[src/rtl/mem_port_arbiter.sv]
// Round-robin arbiter sharing one fixed-latency memory port between instruction and data requesters.
// One outstanding access; valid pulses MEM_LAT+2 cycles after the request is seen idle; the loser stalls.
module mem_port_arbiter #(
  parameter int ADDR_W  = 32,
  parameter int DATA_W  = 32,
  parameter int MEM_LAT = 2
) (
  input  logic              clock,
  input  logic              reset,
  input  logic              i_req,
  input  logic [ADDR_W-1:0] i_addr,
  output logic              i_valid,
  output logic [DATA_W-1:0] i_rdata,
  output logic              i_stall,
  input  logic              d_req,
  input  logic              d_we,
  input  logic [ADDR_W-1:0] d_addr,
  input  logic [DATA_W-1:0] d_wd,
  output logic              d_valid,
  output logic [DATA_W-1:0] d_rdata,
  output logic              d_stall,
  output logic              mem_en,
  output logic              mem_we,
  output logic [ADDR_W-1:0] mem_addr,
  output logic [DATA_W-1:0] mem_wd,
  input  logic [DATA_W-1:0] mem_rdata
);

  typedef enum logic [1:0] {
    S_IDLE  = 2'd0,
    S_ISSUE = 2'd1,
    S_WAIT  = 2'd2,
    S_DONE  = 2'd3
  } state_t;

  localparam logic       SRC_I = 1'b0;
  localparam logic       SRC_D = 1'b1;
  localparam logic [3:0] LAT   = 4'(MEM_LAT);

  state_t     state;
  state_t     state_nxt;
  logic       owner;
  logic       last_gnt;
  logic [3:0] lat_cnt;
  logic       grant_any;
  logic       grant_d;
  logic       lat_done;

  // On a tie the requester that did not win last time takes the port.
  always_comb begin
    grant_any = i_req | d_req;
    grant_d   = d_req & (~i_req | (last_gnt == SRC_I));
    lat_done  = (lat_cnt >= LAT);
  end

  always_ff @(posedge clock) begin
    if (reset) begin
      state <= S_IDLE;
    end else begin
      state <= state_nxt;
    end
  end

  always_comb begin
    state_nxt = state;
    case (state)
      S_IDLE:  if (grant_any) state_nxt = S_ISSUE;
      S_ISSUE: state_nxt = S_WAIT;
      S_WAIT:  if (lat_done) state_nxt = S_DONE;
      S_DONE:  state_nxt = S_IDLE;
      default: state_nxt = S_IDLE;
    endcase
  end

  always_comb begin
    mem_en  = (state == S_ISSUE);
    i_valid = (state == S_DONE) && (owner == SRC_I);
    d_valid = (state == S_DONE) && (owner == SRC_D);
    i_stall = i_req & ~i_valid;
    d_stall = d_req & ~d_valid;
  end

  // Operands are captured at grant so requester-side changes after that are invisible to memory.
  always_ff @(posedge clock) begin
    if (reset) begin
      owner    <= SRC_I;
      last_gnt <= SRC_I;
      lat_cnt  <= 4'd0;
      mem_we   <= 1'b0;
      mem_addr <= '0;
      mem_wd   <= '0;
      i_rdata  <= '0;
      d_rdata  <= '0;
    end else begin
      case (state)
        S_IDLE: begin
          if (grant_any) begin
            if (grant_d) begin
              owner    <= SRC_D;
              last_gnt <= SRC_D;
              mem_we   <= d_we;
              mem_addr <= d_addr;
              mem_wd   <= d_wd;
            end else begin
              owner    <= SRC_I;
              last_gnt <= SRC_I;
              mem_we   <= 1'b0;
              mem_addr <= i_addr;
              mem_wd   <= '0;
            end
          end
        end
        S_ISSUE: begin
          lat_cnt <= 4'd1;
        end
        S_WAIT: begin
          if (!lat_done) begin
            lat_cnt <= lat_cnt + 4'd1;
          end else if (owner == SRC_D) begin
            d_rdata <= mem_we ? '0 : mem_rdata;
          end else begin
            i_rdata <= mem_rdata;
          end
        end
        default: begin
        end
      endcase
    end
  end

  a_valid_exclusive: assert property (@(posedge clock) disable iff (reset) !(i_valid && d_valid));

endmodule

[config.mk]
export PLATFORM = sky130hd
export DESIGN_NAME = mem_port_arbiter
export DESIGN_NICKNAME = d
export VERILOG_FILES = /design/src/rtl/mem_port_arbiter.sv
export SDC_FILE = /design/constraint.sdc
export NUM_CORES = 1
export LEC_CHECK = 0
export BUFFER_PORTS_ARGS = -buffer_cell sky130_fd_sc_hd__buf_2
export CORE_MARGIN = 3
export CORE_UTILIZATION = 50
export DETAILED_ROUTE_END_ITERATION = 6
export GPL_ROUTABILITY_DRIVEN = 0
export HOLD_SLACK_MARGIN = 0.02
export PLACE_DENSITY = 0.86
export SYNTH_ARGS = -nofsm -noshare
export SYNTH_HDL_FRONTEND = slang
export SYNTH_SLANG_ARGS = --single-unit
[constraint.sdc]
create_clock -name clock -period 2.87 [get_ports clock]
set_clock_uncertainty 0.1 [all_clocks]
set_input_delay 0.574 -clock clock [delete_from_list [all_inputs] [get_ports clock]]
set_output_delay 0.574 -clock clock [all_outputs]
set_load 0.005 [all_outputs]
==> results.yml, run 1 <==
synth:
  synth.most_common_cell: "dfxtp_1"
  syn_avg_cell_area_sq_um: 9.262
  synth-edff-count: 0
  synth_top_area_share_pct: 49.32
  netlist_instances: 596
  yosys-top-cells-count: "dfxtp_1 (136), nor2_1 (66), a21oi_1 (65)"
  ys_warn_count: 0
  ys_top_cells_by_area: "dfxtp_1 (49%), mux2i_1 (6.0%), a21oi_1 (5.9%)"
  synth-main-ff-cell: "dfxtp_1"
  netlist_area_sq_um: 5520
  synth.distinct_cells: 35
  synth_seq_area_share_pct: 49.32
  synthArstFlopShare_pct: 0
  synth-seq-cells: 136
  synth_nets: 736
  yosysTopAreaCell: "dfxtp_1"
clock_network:
  cts-root-buf: "clkbuf_8"
  h-tree-depth: 4
  cts_buffers: 17
  clock_latency_ps: 520
  cts_hold_buf: 0
  cts_sinks: 136
  clk_path_buf_depth: 2
  cts_resized: 0
  cts_tree: "done"
  path_clk_slew_ps: 60
  cts_setup_buffers: 0
hold_path:
  min_path_cells: 3
  hold_class: "in2reg"
  min_to: "mem_wd[28]"
  hold_start: "d_wd[28]"
drt:
  ant_nets: 0
  viasPerCell: 5.794
  wl_per_cell_microns: 18.10
  drcViolationCount: 0
  dr.pass1.iters: 5
  totalWireLength_microns: 17700
  drtIter0Drc: 549
  dr_total_vias: 5667
sta:
  relSlewSlack_pct: 48.39
  hold_slack_ps: 211.2
  fin_tns_setup_ps: 0
  rsz0062_at_grt: "no"
  hold_viol: 0
  setup_viol: 0
  fmax_mhz: 452.2
  period_minus_slack_ps: 2211
  tightest_slew_ps: 767.0
  drv_slew: 0
  min_period_over_period_pct: 77.05
placement:
  io_buffer_count: 266
  dp_hpwl_microns: 12460
outcome:
  status: "finished, final reports clean"
power_and_ir_drop:
  power.switching_mw: 2.074
  p_leak_nw: 3.403
  power_per_cell_area_nw_per_um2: 859.6
  comb_power_share_pct: 28.2
  power_mw: 6.454
  p_clk_share_pct: 35.4
  intPower_mw: 4.380
  max-vdd-ir-drop_uv: 577.0
  p_seq_share_pct: 36.4
  switching_share_pct: 32.13
die:
  placementRows: 37
  design.core.area_sq_um: 10510
  die_w_microns: 111.1
  fp.dieArea_sq_um: 12340
  die_h_microns: 111.1
  io_pins: 267
  initial_core_util_pct: 52.53
worst_setup_path:
  crit_fanout: 40
  timing.rr.end: "d_rdata[13]"
  r2r_cells: 6
  required_ps: 3210
  critPathArrivalTime_ps: 2550
  r2r_start: "state[0]"
  end_kind: "flip-flop"
  rrSetupSlack_ps: 660
  critical_path_class: "reg2reg"
  cp-start-kind: "flip-flop"
layout:
  drive_gt1_share_pct: 37.41
  syn_to_final_growth_pct: 35.99
  diodes: 0
  fin_nets: 969
grt:
  grt_pass1_wl_microns: 27810
  grt_start_max_net_pins: 65
  grt_usage_pct: 27.86
  antenna_found_initial: 2
  overflow: 0
  grt_pass1_vias: 5475
flow_run:
  cap_viol_max_count: 0
## registers in the layout, indices dropped and copies added (netlist names)
register / count
state: 2
lat_cnt: 4
last_gnt: 1
mem_addr: 32
mem_wd: 32
d_rdata: 32
mem_we: 1
i_rdata: 32
## cells in the final DEF, fill, tap and decap left out, types with 16 or more instances in the layout
master	instances
nand3_1	32
nand4b_1	32
a211oi_1	34
a32oi_1	33
clkbuf_16	16
a21oi_1	65
nor2_1	66
buf_2	265
mux2i_1	33
dfxtp_1	135
o21ai_0	59
## worst max-delay path by stage
stage             start     endpoint  slack, ps
2_1_floorplan  state[0]  i_rdata[11]       1170
3_3_place_gp   state[0]   d_rdata[7]        850
3_5_place_dp   state[0]  d_rdata[15]        750
4_1_cts        state[0]  d_rdata[13]        680
5_1_grt        state[0]  d_rdata[13]        500
6_report       state[0]  d_rdata[13]        660
## through the flow
step	util, %	setup WS [ps]	std cells	area (sq um)
3_5_place_dp	65.51	750.6	946	6884
5_1_grt	71.44	496.8	978	7507
4_1_cts	71.44	679.2	978	7507
2_1_floorplan	-	1173	596	5520
6_report	71.44	658.7	978	7507
3_3_place_gp	65.51	854.3	946	6884
## final cells by class
| type | count | area (sq um) |
|---|---|---|
| timing repair buffer | 281 | 1484 |
| sequential | 136 | 2724 |
| clock inverter | 7 | 138.9 |
| multi-input combinational | 389 | 2491 |
| clock buffer | 25 | 484.2 |
| inverter | 4 | 15.01 |
| fill | 775 | 3002 |
| tap | 136 | 170.2 |
## kinds of logic (layout without fill, tap and decap cells)
logic type,count (synthesis),in the layout,share of synthesized area [%]
flip-flops,136,136,49.32
AO/OA/AOI/OAI,205,205,23.23
buffers and inverters,71,317,5.802
multiplexers,33,33,5.984
AND/OR/NAND/NOR,144,144,14.08
adder cells (fa/ha/maj),7,7,1.587
## power by group through the flow
stage                     registers (mW)  logic, mW  clock network (mW)
final                               2.35       1.82                2.29
after global routing                2.38       1.99                2.40
after CTS                           2.34       1.81                2.31
after detailed placement            2.38       1.80                   0
after global placement              2.36       1.73                   0
after floorplan                     2.38       1.14                   0
## critical path, cell delays in order (launching register included)
cell	delay (ps)
dfxtp_1	330
inv_1	130
ha_1	390
o41a_2	550
buf_12	270
nand4b_1	140
a21oi_1	210
## layer usage
metal,routed length [microns],part of all wire (%),GRT usage (%)
met4,613,3.5,13.54
met2,8892,50,48.54
met3,1650,9.3,9.771
met5,21,0.12,0
met1,6522,37,30.02
Note: power is estimated with default switching activity, not from simulation.
==> inputs of run 2 (changes only) <==
Settings changed: CORE_UTILIZATION 50 to 42, PLACE_DENSITY 0.86 to 0.77.
Clock period 2.87 ns to 1.8 ns, I/O delays scaled along.
==> results.yml, run 2 (synthesized netlist as in run 1, its figures left out) <==
power_and_ir_drop:
  power_mw: 10.31
  max-vdd-ir-drop_uv: 1005
  power_per_cell_area_nw_per_um2: 1341
  p_leak_nw: 3.458
clock_network:
  cts_hold_buf: 0
  clk_path_buf_depth: 2
  cts-root-buf: "clkbuf_16"
  cts_buffers: 17
  path_clk_slew_ps: 60
  cts_tree: "done"
  cts_sinks: 136
  h-tree-depth: 4
  clock_latency_ps: 410
grt:
  antenna_found_initial: 4
  grt_use_met2_pct: 37.13
  grt_pass1_vias: 5085
  gr-max-usage-layer: "met2"
  overflow: 0
  grt_pass1_wl_microns: 25850
  grt_start_max_net_pins: 71
  grt_usage_pct: 22.16
  met1_usage_pct: 26.40
  use_met3_pct: 8.700
worst_setup_path:
  critPathBufInv: 1
  end_kind: "primary output"
  r2r_cells: 6
  cp_slowest_cell: "dfxtp_2"
  cp-start-kind: "flip-flop"
  crit_fanout: 3
  cp_cell_sequence: "ha_2 > and2_4 > nor2b_1 > buf_2"
  crit_family: "flip-flops"
  crit_cells: 4
  required_ps: 1340
  critical_path_class: "reg2out"
  critPathMaxStageDelay_ps: 330
  critPathArrivalTime_ps: 1270
hold_path:
  hold_class: "in2reg"
  min_path_cells: 2
layout:
  post-route-util_pct: 60.44
  syn_to_final_growth_pct: 39.30
  diodes: 0
  drive_gt1_share_pct: 39.08
  fin_nets: 974
  most-common-layout-cells: "buf_2 (265), dfxtp_1 (132), nor2_1 (66)"
  layout_commonest_cell: "buf_2"
drt:
  drcViolationCount: 0
  wl_per_cell_microns: 16.60
  ant_nets: 0
  dr_total_vias: 5497
  dr.pass1.iters: 5
  drtIter0Drc: 520
  viasPerCell: 5.395
  totalWireLength_microns: 16910
die:
  placementRows: 41
  initial_core_util_pct: 43.39
  fp.dieArea_sq_um: 14560
  io_pins: 267
  die_h_microns: 120.6
  die_w_microns: 120.6
  design.core.area_sq_um: 12720
placement:
  dp_hpwl_microns: 11070
  dpl_worst_slack_ps: 44.31
  io_buffer_count: 266
sta:
  min_period_over_period_pct: 96.17
  relSlewSlack_pct: 66.79
  tightest_slew_ps: 497.4
  fmax_mhz: 577.7
  hold_viol: 0
  period_minus_slack_ps: 1731
  setup_viol: 0
  drv_slew: 0
  fin_ws_ps: 68.92
flow_run:
  cap_viol_max_count: 0
outcome:
  status: "finished, final reports clean"
[run 2: changes by cell type in the layout (fill, tap and decap cells not counted), sizes merged]
cell / delta
clkbuf: -4
bufinv: -2
clkinvlp: +2
clkinv: +3
bufbuf: +2
inv: +1
buf: +3
[run 2: power by group]
group / total, mW / internal (mW) / switching (mW)
Clock: 3.45 / 2.15 / 1.30
Sequential: 3.74 / 3.48 / 0.262
Combinational: 3.12 / 1.32 / 1.80
[run 2: worst reg2reg max path, cell delays in order (launching register included)]
cell,delay [ps]
dfxtp_2,350
inv_1,60
ha_2,210
o41a_2,400
buf_12,200
nand4b_1,170
a21oi_1,70
[run 2: area by class of cell]
| class | instances | area (sq um) |
|---|---|---|
| well taps | 172 | 215.2 |
| multi-input cells | 389 | 2504 |
| inverters | 4 | 15.01 |
| repair buffers | 286 | 1634 |
| clock inverters | 11 | 121.4 |
| fillers | 1161 | 5032 |
| flip-flops and latches | 136 | 2730 |
| clock buffers | 21 | 470.5 |
[run 2: metal layers]
metal  share of wire (%)  routed length (microns)
met1                  41                     6877
met2                  49                     8272
met3                 9.0                     1528
met4                 1.1                      181
met5                0.31                       53
[run 2: final timing paths]
check | from | endpoint | slack, ps
worst min-delay path | reset | d_rdata[3] | 50
worst max-delay path | state[0] | d_stall | 70
worst min register to register | i_rdata[30] | i_rdata[30] | 370
worst max register to register | lat_cnt[0] | d_rdata[10] | 110
[run 2: stage by stage]
step,hold slack [ps],cell area [sq um],setup TNS [ps],cells
global route,40.60,7690,-17.74,1019
CTS,37.76,7660,0,1017
finish,54.56,7690,0,1019
global placement,359.4,6999,0,983
floorplan,365.9,5520,0,596
detailed placement,363.5,6999,0,983
[run 2: repair_timing]
| action | 4_1_cts | 5_1_grt |
|---|---|---|
| buffers inserted | 0 | 2 |
| cloned | 2 | 0 |
| pin swaps | 0 | 0 |
| endpoints found under the setup margin | 3 | 50 |
| endpoints found under the hold margin | 0 | 0 |
| gates resized for setup | 2 | 7 |
